===== config.mk =====
export PLATFORM = sky130hd
export DESIGN_NAME = fetch_unit_flat
export DESIGN_NICKNAME = d
export VERILOG_FILES = /design/src/rtl/fetch_unit_pkg.sv /design/src/rtl/fetch_unit_if.sv /design/src/rtl/fetch_unit_branch_lut.sv /design/src/rtl/fetch_unit.sv /design/src/flat_wrapper.sv
export SDC_FILE = /design/constraint.sdc
export NUM_CORES = 1
export LEC_CHECK = 0
export CAP_MARGIN = 10
export CORE_MARGIN = 2
export CORE_UTILIZATION = 25
export DETAILED_ROUTE_END_ITERATION = 6
export PLACE_DENSITY_LB_ADDON = 0.12
export RECOVER_POWER = 100
export REMOVE_ABC_BUFFERS = 1
export SYNTH_ARGS = -nofsm -noshare
export SYNTH_HDL_FRONTEND = slang
export SYNTH_SLANG_ARGS = --single-unit
export TNS_END_PERCENT = 50

===== constraint.sdc =====
create_clock -name clk -period 2.2 [get_ports clk]
set_input_delay 0.22 -clock clk [delete_from_list [all_inputs] [get_ports clk]]
set_output_delay 0.22 -clock clk [all_outputs]
set_load 0.01 [all_outputs]

===== src/rtl/fetch_unit_pkg.sv =====
// Shared types and constants for the instruction-fetch block: FSM states,
// halt opcode, widths and the power-on contents of the branch-target table.
package fetch_pkg;

    localparam int PC_W      = 10;
    localparam int IW        = 9;
    localparam int LUT_N     = 32;
    localparam int LUT_IDX_W = 5;
    localparam int CNT_W     = 16;

    localparam logic [3:0] HALT_OP = 4'b1111;

    typedef enum logic [1:0] {
        ST_IDLE,
        ST_RUN,
        ST_DONE
    } state_e;

    typedef logic [PC_W-1:0]      pc_t;
    typedef logic [IW-1:0]        instr_t;
    typedef logic [LUT_IDX_W-1:0] lut_idx_t;
    typedef logic [CNT_W-1:0]     cnt_t;

    localparam pc_t LUT_DEFAULT [LUT_N] = '{
        10'd0,   10'd16,  10'd40,  10'd64,  10'd100, 10'd128, 10'd200, 10'd20,
        10'd256, 10'd300, 10'd333, 10'd400, 10'd450, 10'd500, 10'd512, 10'd600,
        10'd640, 10'd700, 10'd720, 10'd768, 10'd800, 10'd850, 10'd900, 10'd960,
        10'd1000, 10'd1010, 10'd1020, 10'd1023, 10'd8, 10'd50,  10'd90,  10'd12
    };

    // Opcode lives in the top four bits; masking keeps the whole word in use.
    localparam instr_t HALT_MASK  = {4'b1111, {(IW-4){1'b0}}};
    localparam instr_t HALT_MATCH = {HALT_OP, {(IW-4){1'b0}}};

    function automatic logic is_halt(input instr_t word);
        return (word & HALT_MASK) == HALT_MATCH;
    endfunction

endpackage


===== src/rtl/fetch_unit_if.sv =====
// Fetch-side bus: start/done handshake, instruction-memory port and the
// decoder's branch return path.
interface fetch_unit_if;

    logic                 start;
    fetch_pkg::instr_t    instr;
    logic                 branch;
    fetch_pkg::lut_idx_t  branch_idx;
    fetch_pkg::pc_t       prog_addr;
    logic                 running;
    logic                 done;
    fetch_pkg::cnt_t      cycle_count;

    modport master (
        input  start, instr, branch, branch_idx,
        output prog_addr, running, done, cycle_count
    );

    modport slave (
        output start, instr, branch, branch_idx,
        input  prog_addr, running, done, cycle_count
    );

endinterface


===== src/rtl/fetch_unit_branch_lut.sv =====
// Branch-target table with combinational read. Writable register array when
// FETCH_LUT_WR_EN is defined, otherwise constant package defaults.
module branch_lut
    import fetch_pkg::*;
(
`ifdef FETCH_LUT_WR_EN
    input  logic     clk,
    input  logic     reset,
    input  logic     we_i,
    input  lut_idx_t widx_i,
    input  pc_t      wdata_i,
`endif
    input  lut_idx_t rd_idx_i,
    output pc_t      rd_data_o
);

`ifdef FETCH_LUT_WR_EN
    pc_t lut_q [LUT_N];

    // NOTE: this table is reset like ordinary state because reset must bring
    // back the default targets; it is small enough to live in flops.
    always_ff @(posedge clk) begin
        if (reset) begin
            for (int i = 0; i < LUT_N; i++) begin
                lut_q[i] <= LUT_DEFAULT[i];
            end
        end else if (we_i) begin
            lut_q[widx_i] <= wdata_i;
        end
    end

    assign rd_data_o = lut_q[rd_idx_i];
`else
    assign rd_data_o = LUT_DEFAULT[rd_idx_i];
`endif

endmodule


===== src/rtl/fetch_unit.sv =====
// Instruction fetch / program sequencer: IDLE/RUN/DONE FSM, program counter,
// saturating cycle counter. FETCH_LUT_WR_EN adds the branch-table write port.
module fetch_unit
    import fetch_pkg::*;
(
    input  logic     clk,
    input  logic     reset,
`ifdef FETCH_LUT_WR_EN
    input  logic     lut_we,
    input  lut_idx_t lut_widx,
    input  pc_t      lut_wdata,
`endif
    fetch_unit_if.master bus
);

    state_e state_q, state_d;
    pc_t    pc_q, pc_d;
    cnt_t   cnt_q, cnt_d;
    pc_t    lut_target;

    branch_lut u_branch_lut (
`ifdef FETCH_LUT_WR_EN
        .clk       (clk),
        .reset     (reset),
        .we_i      (lut_we),
        .widx_i    (lut_widx),
        .wdata_i   (lut_wdata),
`endif
        .rd_idx_i  (bus.branch_idx),
        .rd_data_o (lut_target)
    );

    // NOTE: every variable gets a default before the case so no path leaves
    // it unassigned, which would otherwise infer a latch.
    always_comb begin
        state_d = state_q;
        pc_d    = pc_q;
        cnt_d   = cnt_q;
        unique case (state_q)
            ST_IDLE: begin
                pc_d = '0;
                if (bus.start) begin
                    state_d = ST_RUN;
                    cnt_d   = '0;
                end
            end
            ST_RUN: begin
                cnt_d = (cnt_q == '1) ? cnt_q : cnt_q + cnt_t'(1);
                // Halt outranks a simultaneous branch; the PC stays on the halt word.
                if (is_halt(bus.instr)) begin
                    state_d = ST_DONE;
                end else if (bus.branch) begin
                    pc_d = lut_target;
                end else begin
                    pc_d = pc_q + pc_t'(1);
                end
            end
            ST_DONE: begin
                if (bus.start) begin
                    state_d = ST_RUN;
                    pc_d    = '0;
                    cnt_d   = '0;
                end
            end
            default: state_d = ST_IDLE;
        endcase
    end

    // NOTE: sequential state uses non-blocking assignments so all registers
    // update together from the values sampled at the edge.
    always_ff @(posedge clk) begin
        if (reset) begin
            state_q <= ST_IDLE;
            pc_q    <= '0;
            cnt_q   <= '0;
        end else begin
            state_q <= state_d;
            pc_q    <= pc_d;
            cnt_q   <= cnt_d;
        end
    end

    assign bus.prog_addr   = pc_q;
    assign bus.cycle_count = cnt_q;
    assign bus.running     = (state_q == ST_RUN);
    assign bus.done        = (state_q == ST_DONE);

endmodule


===== src/flat_wrapper.sv =====
// flat-port wrapper written by rule: the top's interface ports become plain ports
module fetch_unit_flat import fetch_pkg::*;
  (clk, reset, bus_start, bus_instr, bus_branch, bus_branch_idx, bus_prog_addr, bus_running, bus_done, bus_cycle_count);
  fetch_unit_if bus_i ();
  input  logic clk;
  input  logic reset;
  input wire logic [$bits(bus_i.start)-1:0] bus_start;
  input wire logic [$bits(bus_i.instr)-1:0] bus_instr;
  input wire logic [$bits(bus_i.branch)-1:0] bus_branch;
  input wire logic [$bits(bus_i.branch_idx)-1:0] bus_branch_idx;
  output wire logic [$bits(bus_i.prog_addr)-1:0] bus_prog_addr;
  output wire logic [$bits(bus_i.running)-1:0] bus_running;
  output wire logic [$bits(bus_i.done)-1:0] bus_done;
  output wire logic [$bits(bus_i.cycle_count)-1:0] bus_cycle_count;
  assign bus_i.start = bus_start;
  assign bus_i.instr = bus_instr;
  assign bus_i.branch = bus_branch;
  assign bus_i.branch_idx = bus_branch_idx;
  assign bus_prog_addr = bus_i.prog_addr;
  assign bus_running = bus_i.running;
  assign bus_done = bus_i.done;
  assign bus_cycle_count = bus_i.cycle_count;
  fetch_unit u_core (.clk(clk), .reset(reset), .bus(bus_i));
endmodule

# == Yosys cells after proc, flatten, opt, wreduce, memory -nomap -nowiden ==
# Memory sizes are Yosys's and may differ from the RTL's.
# Cells that the tools add are included.
# word_totals
reg_bits,28
romBits,320
inputBits,18
out_inout_bits,28
mem_count,1
# op_classes
add_sub_neg,2
n_lt_le_gt_ge,1
n_eq_ne,9
muxes,12
bitwise_logic,1
reduce_logical,7
# mem_list
memory,depth,width,read_ports,rd_ports_with_merged_regs,write_ports,line_no,source
(name not given),32,10,1,0,0,fetch_unit_branch_lut.sv:34,assign rd_data_o = LUT_DEFAULT[rd_idx_i];
# op_table
op,count
10-bit 2-to-1 mux,5
16-bit 2-to-1 mux,2
16-bit one-hot mux with 2 select lines,1
10-bit one-hot mux with 3 select lines,1
16-bit by 1-bit adder with 16-bit output (second input constant),1
16-bit equality test (second input constant),1
10-bit by 1-bit adder with 10-bit output (second input constant),1
6-bit >= comparator (second input constant),1
2-bit != test (second input constant),3
5-bit NOT with 6-bit output,1
3-bit AND reduction,2
4-bit equality test (second input constant),1
2-bit 2-to-1 mux,2
2-bit by 1-bit != test with 1-bit output (second input constant),2
2-bit one-hot mux with 2 select lines,1
3-bit nonzero test,1
2-bit by 1-bit equality test with 1-bit output (second input constant),1
2-bit equality test (second input constant),1
2-bit logical NOT,1
2-bit AND reduction,1
2-bit nonzero test,1
2-bit OR reduction,1

# == Longest topological paths before layout ==
# Gate-level depths: netlist (run 1).
# logic_depth
word_depth,7
depth_mapped,8

# == Hierarchy ==
# Synthesis (run 1) repeated with hierarchy kept, for this count alone.
# hier_totals
cells_unflattened,266
area_unflattened_um2,2100.8
# by_module_without_submodules
module,n_inst,cells_per_inst,area_per_inst_um2,seq_area_each_um2
fetch_unit,1,190,1537.7,560.5
branch_lut,1,76,563.0,0.0

# == Worst setup path before layout (run 1) ==
# Ideal clock, no wire load.
# synth_timing
path_type,register -> register
start,"reg u_core.cnt_q[0], in the netlist u_core.bus.cycle_count[0]"
end,"reg u_core.cnt_q[4], in the netlist u_core.bus.cycle_count[4]"
arrival_time_ns,1.602
t_required_ns,2.130
slack_ns,0.528
path_stages_with_launch,7
period_less_slack_ns,1.672
path_cell_list,dfxtp_1 > ha_1 > clkbuf_2 > and3_1 > o21ai_1 > or3_2 > a21oi_1
# synth_between
elab_chain_len,3
word_cells_on_any_way,6
classes_between,add/sub (1); eq/ne (2); mux (2); reduce/logical (1)
# synth_rtl
item,line_no,source
"start, declared",fetch_unit.sv:18,"cnt_t cnt_q, cnt_d;"
"start signal, assigned",fetch_unit.sv:79,cnt_q <= cnt_d;
16-bit by 1-bit adder with 16-bit output or 16-bit equality test (tied branches),fetch_unit.sv:48,cnt_d = (cnt_q == '1) ? cnt_q : cnt_q + cnt_t'(1);
16-bit 2-to-1 mux or 2-bit != test (tied branches),--,
16-bit one-hot mux with 2 select lines or 3-bit AND reduction (tied branches),--,
# Parallel ways exist; a longest one is shown, timed or not. The select of a mux whose other input is x is not followed.
# A chain may end at the register's enable or synchronous reset.

# == Final worst setup path (run 1) ==
# layout_timing
start,in bus_branch_idx[1]
end,"reg u_core.pc_q[2], in the netlist u_core.bus.prog_addr[2]"
# layout_between
elab_chain_len,7
# layout_rtl
item,line_no,source
"start, declared",flat_wrapper.sv:10,input wire logic [$bits(bus_i.branch_idx)-1:0] bus_branch_idx;
5-bit NOT with 6-bit output (implied by the code),fetch_unit_branch_lut.sv:34,
memory 32 x 10 bit,--,
10-bit 2-to-1 mux (implied by the code) (2 in a row),fetch_unit_branch_lut.sv:34,
10-bit 2-to-1 mux,fetch_unit.sv:52,end else if (bus.branch) begin
10-bit 2-to-1 mux,fetch_unit.sv:50,if (is_halt(bus.instr)) begin
10-bit one-hot mux with 3 select lines,fetch_unit.sv:39,unique case (state_q)
"end signal, assigned",fetch_unit.sv:78,pc_q <= pc_d;
"end, declared",fetch_unit.sv:17,"pc_t pc_q, pc_d;"
# Every way passes these cells. The select of a mux whose other input is x is not followed.

==> run metrics, run 1 <==
fillcell total=884; Critical path buffers and inverters=2; crit-path cells=dlygate4sd3_1 > buf_4 > ha_1 > mux4_2 > nand2_1 > o21ai_0 > a21oi_1 > o21ai_0; critical path peak fanout=7; most frequent cell after synthesis=dfxtp_1; initial antenna violation count=0; DP Area=2700 um2; area grow syn2layout=32.0%; FFs w/ async S/R, synth=0; drt wl/cell=13.6 um; Commonest cells post-synth=dfxtp_1, nor2_1, nand2_1; Hold WC Path Type=reg -> reg; startpoint class of the critical path=input pin; vias per inst=4.85; final std cells w/o fill=415; Seq/Total Area, Yosys=0.271; Lkg Pwr=1.04 nW; CTS tree=yes; peak supply drop=0.291 mV; CP max-delay cell=dlygate4sd3_1; Die W=95.0 um; All-Layer GR Usage=0.129; antenna diode count=0; fin area=2730 um2; Worst R2R End=u_core.bus.cycle_count[11]$_SDFFE_PP0P_; Slew Viols, Final=0; largest cells by area after synthesis=dfxtp_1, ha_1, xnor2_1, nor2_1, a21oi_1; outcome=complete, no violations; max_slew headroom=0.633; Net count, final=339; H-tree depth=1; leading area contributor after synthesis=dfxtp_1; Initial Utilization=0.255; Clock Latency Late Sink=280 ps; R2R depth=6; drt pass-1 iters=4; final setup violating endpoints=0; Fin. Hold Viols=0; f_max=507 MHz; internal reg-to-reg setup slack=310 ps; yosys warns=0; grt ovf=0; critical path depth=8; final worst slack=228 ps; Placer Congestion=0.756; synthesized area=2070 um2; setup_tns=0 ps; Vias=2013; CP most frequent cell=o21ai_0; Cells after Synth=260; GR Util met2=0.220; share of cells above drive strength 1=0.113; die area=9030 um2; Layout Skew=4.61 ps; Setup WS pre-CTS=-22.9 ps; MaxCap Viol Count=0; Max stage delay on crit path=580 ps; Cell variety after synth=66; crit path capture type=flop; EDFF count, synth=0; vias in the first global route=1862; critical path class=in -> reg; post-synth top area share=0.271; gr busiest metal=met2; Yosys reg bits=28; fin crit share=0.896; Worst-path clk slew=110 ps; final wirelength=5.66 mm; Port Buf Inserts=40; CTS Buf Count=3; CTS Sinks=28; minimum clock period=1970 ps; Longest Clk Path Bufs=2; antenna viol nets, final=0; RSZ-0062 raised after global routing=false; Worst EP arrival=2140 ps; Critical Path Sink=u_core.bus.prog_addr[2]$_SDFFE_PP0P_; hpwl dp=4.32 mm; RR Startpoint=u_core.state_q[0]$_SDFFE_PP0P_; delay-heaviest family, CP=buffers and inverters; placed instance count=411; detailed-route DRC error count=0; hold buffers post-CTS=0; num rows=33; Crit. Startpoint=bus_branch_idx[1]; Cell Pwr Density=403 nW/um2; slew at the pin with the worst max-slew slack=547 ps; Avg Cell Area, Syn=7.96 um2; Top FF cell, synth=dfxtp_1; die span in y=95.0 um; met3 Resource Use GR=0.0269; largest net degree at the start of global routing=27; fin util=0.336; first-pass GRT wire length=9.25 mm; CORE AREA=8130 um2; iteration-0 DRC count of the detailed router=51; met1 global-route usage=0.174; Resize count post-CTS=0; I/O pins=46; Setup Fix Bufs, Post-CTS=0; clk root buf=clkbuf_8; worst path required time=2360 ps
-- kinds of logic (layout without fill, tap and decap cells) --
group | Yosys count | after routing | synth area share
simple gates | 113 | 113 | 0.297
compound gates | 69 | 69 | 0.233
flops | 28 | 28 | 0.271
buf+inv | 24 | 74 | 0.0556
xor+xnor | 11 | 11 | 0.0465
fa+ha+maj | 10 | 10 | 0.0604
mux | 5 | 5 | 0.0369
-- flip-flops by register name, summed over array words and instances, names as in the netlist --
signal and flops:
u_core.bus.cycle_count 16, u_core.bus.prog_addr 10, u_core.state_q 2
-- cell usage in the layout, fill, tap and decap left out, drive strengths merged, types with 3 or more instances in the layout --
master,n
nand2b,13
clkdlybuf4s50,10
a211oi,4
nand3,9
o211ai,4
inv,9
clkbuf,5
or3,3
and3,3
o21ai,16
nor2b,5
nand4,3
nand2,20
xnor2,10
nand3b,3
nor3b,4
ha,10
dlygate4sd3,30
o221ai,4
nor4,3
dfxtp,28
buf,20
nor2,23
a31oi,5
nor3,15
a21oi,17
-- worst register-to-register path: cells and delay by family (launching register included) --
kind            cells  cell delay [ps]
compound gates      2              740
xor+xnor            1              170
buf+inv             1              170
flops               1              500
simple gates        2              200
-- stage by stage --
step	hold WS, ps	power, W
final	508	0.00110
after floorplan	289	0.000653
after global placement	494	0.000788
after global routing	546	0.00117
after CTS	517	0.00113
after detailed placement	500	0.000788
-- routing by layer --
| layer | up-vias | share of wire |
|---|---|---|
| met3 | 2 | 0.030 |
| met1 | 929 | 0.50 |
| li1 | 1051 | - |
| met5 | - | 0 |
| met2 | 31 | 0.46 |
| met4 | 0 | 0.0046 |
-- final cells by class --
| cell class | instances | area, um2 | area share |
|---|---|---|---|
| inverters | 9 | 33.8 | 0.0124 |
| well taps | 105 | 131 | 0.0481 |
| clock buffers | 4 | 55.1 | 0.0201 |
| flip-flops and latches | 28 | 561 | 0.205 |
| repair buffers | 61 | 579 | 0.212 |
| multi-input cells | 208 | 1370 | 0.502 |
-- where the power goes --
group / switching (W) / internal [W]
Sequential: 0.0000140 / 0.000516
Combinational: 0.000119 / 0.000118
Clock: 0.000175 / 0.000161
-- how the worst min path moves through the flow --
stage,startpoint,to,cells past startpoint
floorplan,reset,u_core.bus.cycle_count[0]$_SDFFE_PP0P_,1
global placement,u_core.bus.prog_addr[9]$_SDFFE_PP0P_,u_core.bus.prog_addr[9]$_SDFFE_PP0P_,2
detailed placement,u_core.bus.cycle_count[1]$_SDFFE_PP0P_,u_core.bus.cycle_count[1]$_SDFFE_PP0P_,2
CTS,u_core.bus.cycle_count[1]$_SDFFE_PP0P_,u_core.bus.cycle_count[1]$_SDFFE_PP0P_,2
global route,u_core.bus.prog_addr[9]$_SDFFE_PP0P_,u_core.bus.prog_addr[9]$_SDFFE_PP0P_,2
finish,u_core.bus.prog_addr[9]$_SDFFE_PP0P_,u_core.bus.prog_addr[9]$_SDFFE_PP0P_,2
Power figures use the tool's default switching activity.
==> run 2, diff against run 1 <==
--- a/config.mk
+++ b/config.mk
@@ -9,6 +9,7 @@
 export CORE_MARGIN = 2
 export CORE_UTILIZATION = 25
 export DETAILED_ROUTE_END_ITERATION = 6
+export DONT_BUFFER_PORTS = 1
 export PLACE_DENSITY_LB_ADDON = 0.12
 export RECOVER_POWER = 100
 export REMOVE_ABC_BUFFERS = 1
==> run 2 against run 1 <==
  * Setup slack improved by 59 ps
  * Clock-buffer cell count fell by 1
  * Sequential share of layout area rose by 4.8 points
  * Critical path type is now reg -> reg
  * Critical endpoint is now u_core.bus.cycle_count[11]$_SDFFE_PP0P_
  * Highest routed layer unchanged
==> run metrics, run 2 (same netlist as run 1, synthesis figures left out) <==
internal reg-to-reg setup slack=290 ps; Power, Total=0.00110 W; Die W=95.0 um; Layout Skew=3.31 ps; worst path required time=2390 ps; die area=9030 um2; vias in the first global route=1835; critical path peak fanout=8; All-Layer GR Usage=0.131; Initial Utilization=0.255; crit path capture type=flop; setup_tns=0 ps; met3 wire length=328 um; H-tree depth=1; max_slew headroom=0.654; CTS tree=yes; WHS Path Cells=1; Max stage delay on crit path=510 ps; minimum clock period=1910 ps; most frequent cells in the layout=dfxtp_1, nor2_1, nand2_1, a21oi_1; most common cell after layout, fill and taps aside=dfxtp_1; share of cells above drive strength 1=0.0736; antenna viol nets, final=0; final std cells w/o fill=363; Worst Min Path Start=reset; detailed-route DRC error count=0; first-pass GRT wire length=9.34 mm; Cell Pwr Density=498 nW/um2; I/O pins=46; Longest Clk Path Bufs=2; f_max=523 MHz; drt wl/cell=15.4 um; Placer Congestion=0.719; Worst EP arrival=2100 ps; critical path class=reg -> reg; Setup Fix Bufs, Post-CTS=0; area grow syn2layout=7.13%; outcome=complete, no violations; Worst R2R End=u_core.bus.cycle_count[11]$_SDFFE_PP0P_; final wirelength=5.60 mm; final setup violating endpoints=0; Resize count post-CTS=0; vias per inst=5.14; Port Buf Inserts=0; fin crit share=0.869; initial antenna violation count=0; MaxCap Viol Count=0; Slew Viols, Final=0; Crit. Startpoint=u_core.bus.cycle_count[4]$_SDFFE_PP0P_; R2R depth=6; CTS Sinks=28; num rows=33; crit-path cells=clkbuf_1 > and4_2 > nand3_1 > a2111oi_0 > xnor2_1 > nor2_1; die span in y=95.0 um; hold buffers post-CTS=1; Vias=1867; antenna diode count=0; CORE AREA=8130 um2; delay-heaviest family, CP=compound AO/OA/AOI/OAI gates; startpoint class of the critical path=flop; Lkg Pwr=0.728 nW; fillcell total=914; hpwl dp=4.09 mm; Net count, final=287; met1 wire length=2.56 mm; CTS Buf Count=3; Worst-path clk slew=110 ps; grt ovf=0; max reg flops=16; Fin. Hold Viols=0; RSZ-0062 raised after global routing=false; DR top layer=met4; peak supply drop=0.203 mV; Clock Latency Late Sink=280 ps; RR Startpoint=u_core.bus.cycle_count[4]$_SDFFE_PP0P_; area of the multi-input gates=1370 um2; placed instance count=358; drt pass-1 iters=4; met2 wire length=2.64 mm; CP max-delay cell=a2111oi_0; Seq. cell area=561 um2; Worst Hold Endpoint=u_core.bus.prog_addr[9]$_SDFFE_PP0P_; Critical path buffers and inverters=1; slew at the pin with the worst max-slew slack=516 ps; iteration-0 DRC count of the detailed router=57; largest net degree at the start of global routing=28; clk root buf=clkbuf_8; Hold WC Path Type=in -> reg
[run 2: cell types whose count changed in the layout (fill, tap and decap cells not counted), moves of 2 or more]
| cell | change |
|---|---|
| dlygate4sd3_1 | -29 |
| buf_4 | -15 |
| clkdlybuf4s50_1 | -10 |
| clkbuf_1 | +4 |
| buf_12 | -2 |
[run 2: worst reg2reg max path: stages (launching register included)]
cell       delay (ps)
dfxtp_1           340
clkbuf_1          320
and4_2            330
nand3_1           100
a2111oi_0         510
xnor2_1           180
nor2_1             50
[run 2: worst max path at each step]
stage / cells past startpoint / slack [ps] / endpoint
global route: 6 / 110 / u_core.bus.cycle_count[11]$_SDFFE_PP0P_
detailed placement: 5 / 400 / u_core.bus.prog_addr[9]$_SDFFE_PP0P_
global placement: 5 / 390 / u_core.bus.prog_addr[9]$_SDFFE_PP0P_
CTS: 5 / 370 / u_core.bus.prog_addr[9]$_SDFFE_PP0P_
floorplan: 5 / 290 / u_core.bus.cycle_count[0]$_SDFFE_PP0P_
finish: 6 / 290 / u_core.bus.cycle_count[11]$_SDFFE_PP0P_
[run 2: report_power, final]
| group | internal, W | leakage [nW] | switching (W) |
|---|---|---|---|
| Clock | 0.000244 | 0.0357 | 0.000183 |
| Sequential | 0.000516 | 0.226 | 0.0000173 |
| Combinational | 0.0000668 | 0.466 | 0.0000771 |
[run 2: cell type report]
type	count	area share
sequential	28	0.253
clock inverter	1	0.0135
timing repair buffer	9	0.0231
tap	105	0.0592
clock buffer	3	0.0186
inverter	9	0.0152
multi-input combinational	208	0.618
[run 2: layer usage]
metal,GRT usage,vias to the layer above
li1,-,939
met1,0.163,885
met2,0.223,36
met3,0.0379,7
met4,0.0326,0
met5,0,-
[run 2: stage by stage]
step / worst slack [ps] / utilization / cell area (um2) / hold WS (ps)
floorplan: 290 / - / 1990 / 289
global placement: 392 / 0.268 / 2180 / 293
detailed placement: 398 / 0.268 / 2180 / 293
CTS: 372 / 0.278 / 2260 / 17.4
global route: 109 / 0.273 / 2220 / 19.1
finish: 287 / 0.273 / 2220 / 26.2
==> run 3, diff against run 2 <==
--- a/config.mk
+++ b/config.mk
@@ -6,10 +6,10 @@
 export NUM_CORES = 1
 export LEC_CHECK = 0
 export CAP_MARGIN = 10
-export CORE_MARGIN = 2
 export CORE_UTILIZATION = 25
 export DETAILED_ROUTE_END_ITERATION = 6
 export DONT_BUFFER_PORTS = 1
+export GPL_TIMING_DRIVEN = 1
 export PLACE_DENSITY_LB_ADDON = 0.12
 export RECOVER_POWER = 100
 export REMOVE_ABC_BUFFERS = 1
==> run 3 against run 2 <==
  * Sequential power about the same
  * Cell count decreased by 2.2%
  * Sequential cell count unchanged
  * First-iteration DRC count increased by 44%
  * Worst hold slack improved by 16 ps
  * Maximum frequency increased by 3.7%
  * Clock-buffer cell count unchanged
  * Clock skew about the same
  * Setup slack improved by 69 ps
  * Design area decreased by 1.5%
  * Via count decreased by 4.4%
  * Non-clock buffer count decreased by 4
  * Critical endpoint unchanged
  * Largest cell class unchanged
  * Largest power group unchanged
==> run metrics, run 3 (same netlist as run 1, synthesis figures left out) <==
outcome=complete, no violations; minimum clock period=1840 ps; CTS Sinks=28; max_slew headroom=0.631; Worst-path clk slew=90 ps; MaxCap Viol Count=0; final wirelength=5.41 mm; Layout Skew=3.07 ps; Port Buf Inserts=0; clk root buf=clkbuf_8; crit path capture type=flop; vias in the first global route=1753; fin util=0.277; CTS tree=yes; area grow syn2layout=5.50%; Lkg Pwr=0.703 nW; Vias=1785; Logic pwr share=0.149; Worst EP arrival=2010 ps; worst path required time=2370 ps; most common cell after layout, fill and taps aside=dfxtp_1; Cell Pwr Density=439 nW/um2; critical path class=reg -> reg; crit-path cells=nand2b_1 > inv_2 > o211ai_4 > a2111oi_0 > xnor2_1 > nor2_1; share of cells above drive strength 1=0.0751; Hold WC Path Type=in -> reg; I/O pins=46; Net count, final=283; Resize count post-CTS=0; Clock power frac=0.294; drt pass-1 iters=4; CP max-delay cell=dfxtp_1; setup_tns=0 ps; Sw Ratio=0.265; antenna diode count=0; Clock Latency Late Sink=270 ps; drt wl/cell=15.2 um; largest net degree at the start of global routing=28; antenna viol nets, final=0; most frequent cells in the layout=dfxtp_1, nor2_1, nand2_1, a21oi_1; detailed-route DRC error count=0; final setup violating endpoints=0; P_int=0.000705 W; hold buffers post-CTS=1; initial antenna violation count=0; vias per inst=5.03; Die W=93.0 um; RSZ-0062 raised after global routing=false; All-Layer GR Usage=0.132; die span in y=93.0 um; Fin. Hold Viols=0; num rows=32; grt ovf=0; Initial Utilization=0.263; CORE AREA=7890 um2; Setup Fix Bufs, Post-CTS=0; Longest Clk Path Bufs=2; iteration-0 DRC count of the detailed router=82; H-tree depth=1; f_max=542 MHz; Placer Congestion=0.743; Max stage delay on crit path=520 ps; max reg flops=16; first-pass GRT wire length=9.11 mm; startpoint class of the critical path=flop; Reg power frac=0.557; P_sw=0.000254 W; CTS Buf Count=3; slew at the pin with the worst max-slew slack=550 ps; die area=8650 um2; hpwl dp=3.98 mm; peak supply drop=0.205 mV; fin crit share=0.838; Slew Viols, Final=0; critical path peak fanout=9
run 3: cell count changes in the layout (fill, tap and decap cells not counted), sizes merged:
cell    previous run  this run
bufinv             1         0
clkbuf             8         4
run 3: cell type report:
class	count	area, um2
fill	876	5700
inverter	9	33.8
sequential	28	561
timing repair buffer	5	36.3
multi-input combinational	208	1390
clock buffer	3	41.3
tap	102	128
run 3: final timing paths:
kind,from,endpoint,slack [ps],cells past startpoint
worst min-delay path,reset,u_core.bus.prog_addr[9]$_SDFFE_PP0P_,40,1
worst min register to register,u_core.bus.prog_addr[9]$_SDFFE_PP0P_,u_core.bus.prog_addr[9]$_SDFFE_PP0P_,550,2
worst max-delay path,u_core.state_q[0]$_SDFFE_PP0P_,u_core.bus.cycle_count[11]$_SDFFE_PP0P_,360,6
worst max register to register,u_core.state_q[0]$_SDFFE_PP0P_,u_core.bus.cycle_count[11]$_SDFFE_PP0P_,360,6
run 3: power by group through the flow:
stage | combinational [W] | sequential (W) | clock (W)
after floorplan | 0.000112 | 0.000541 | 0
after global placement | 0.000141 | 0.000547 | 0
after detailed placement | 0.000141 | 0.000547 | 0
after CTS | 0.000146 | 0.000535 | 0.000304
after global routing | 0.000163 | 0.000537 | 0.000324
final | 0.000143 | 0.000535 | 0.000282
run 3: critical path, delay by kind of cell, from the launching register on:
| family | cells | cell delay [ps] |
|---|---|---|
| AO/OA/AOI/OAI | 2 | 640 |
| XOR/XNOR | 1 | 170 |
| buffers and inverters | 1 | 190 |
| flip-flops | 1 | 520 |
| AND/OR/NAND/NOR | 2 | 220 |
run 3: stage by stage:
step	hold WS (ps)	power, W	instance area, um2	setup WS [ps]	std cells
after global placement	294	0.000688	2150	413	351
after detailed placement	293	0.000688	2150	396	351
after global routing	33.0	0.00102	2180	144	355
final	42.6	0.000959	2180	357	355
after CTS	29.6	0.000984	2200	385	355
after floorplan	289	0.000653	1990	290	245
run 3: routing by layer:
layer / vias to the layer above / share of wire / track usage
met4: 0 / 0.0035 / 0.0192
met2: 34 / 0.41 / 0.191
li1: 933 / - / -
met1: 816 / 0.55 / 0.199
met5: - / 0 / 0
met3: 2 / 0.039 / 0.0325
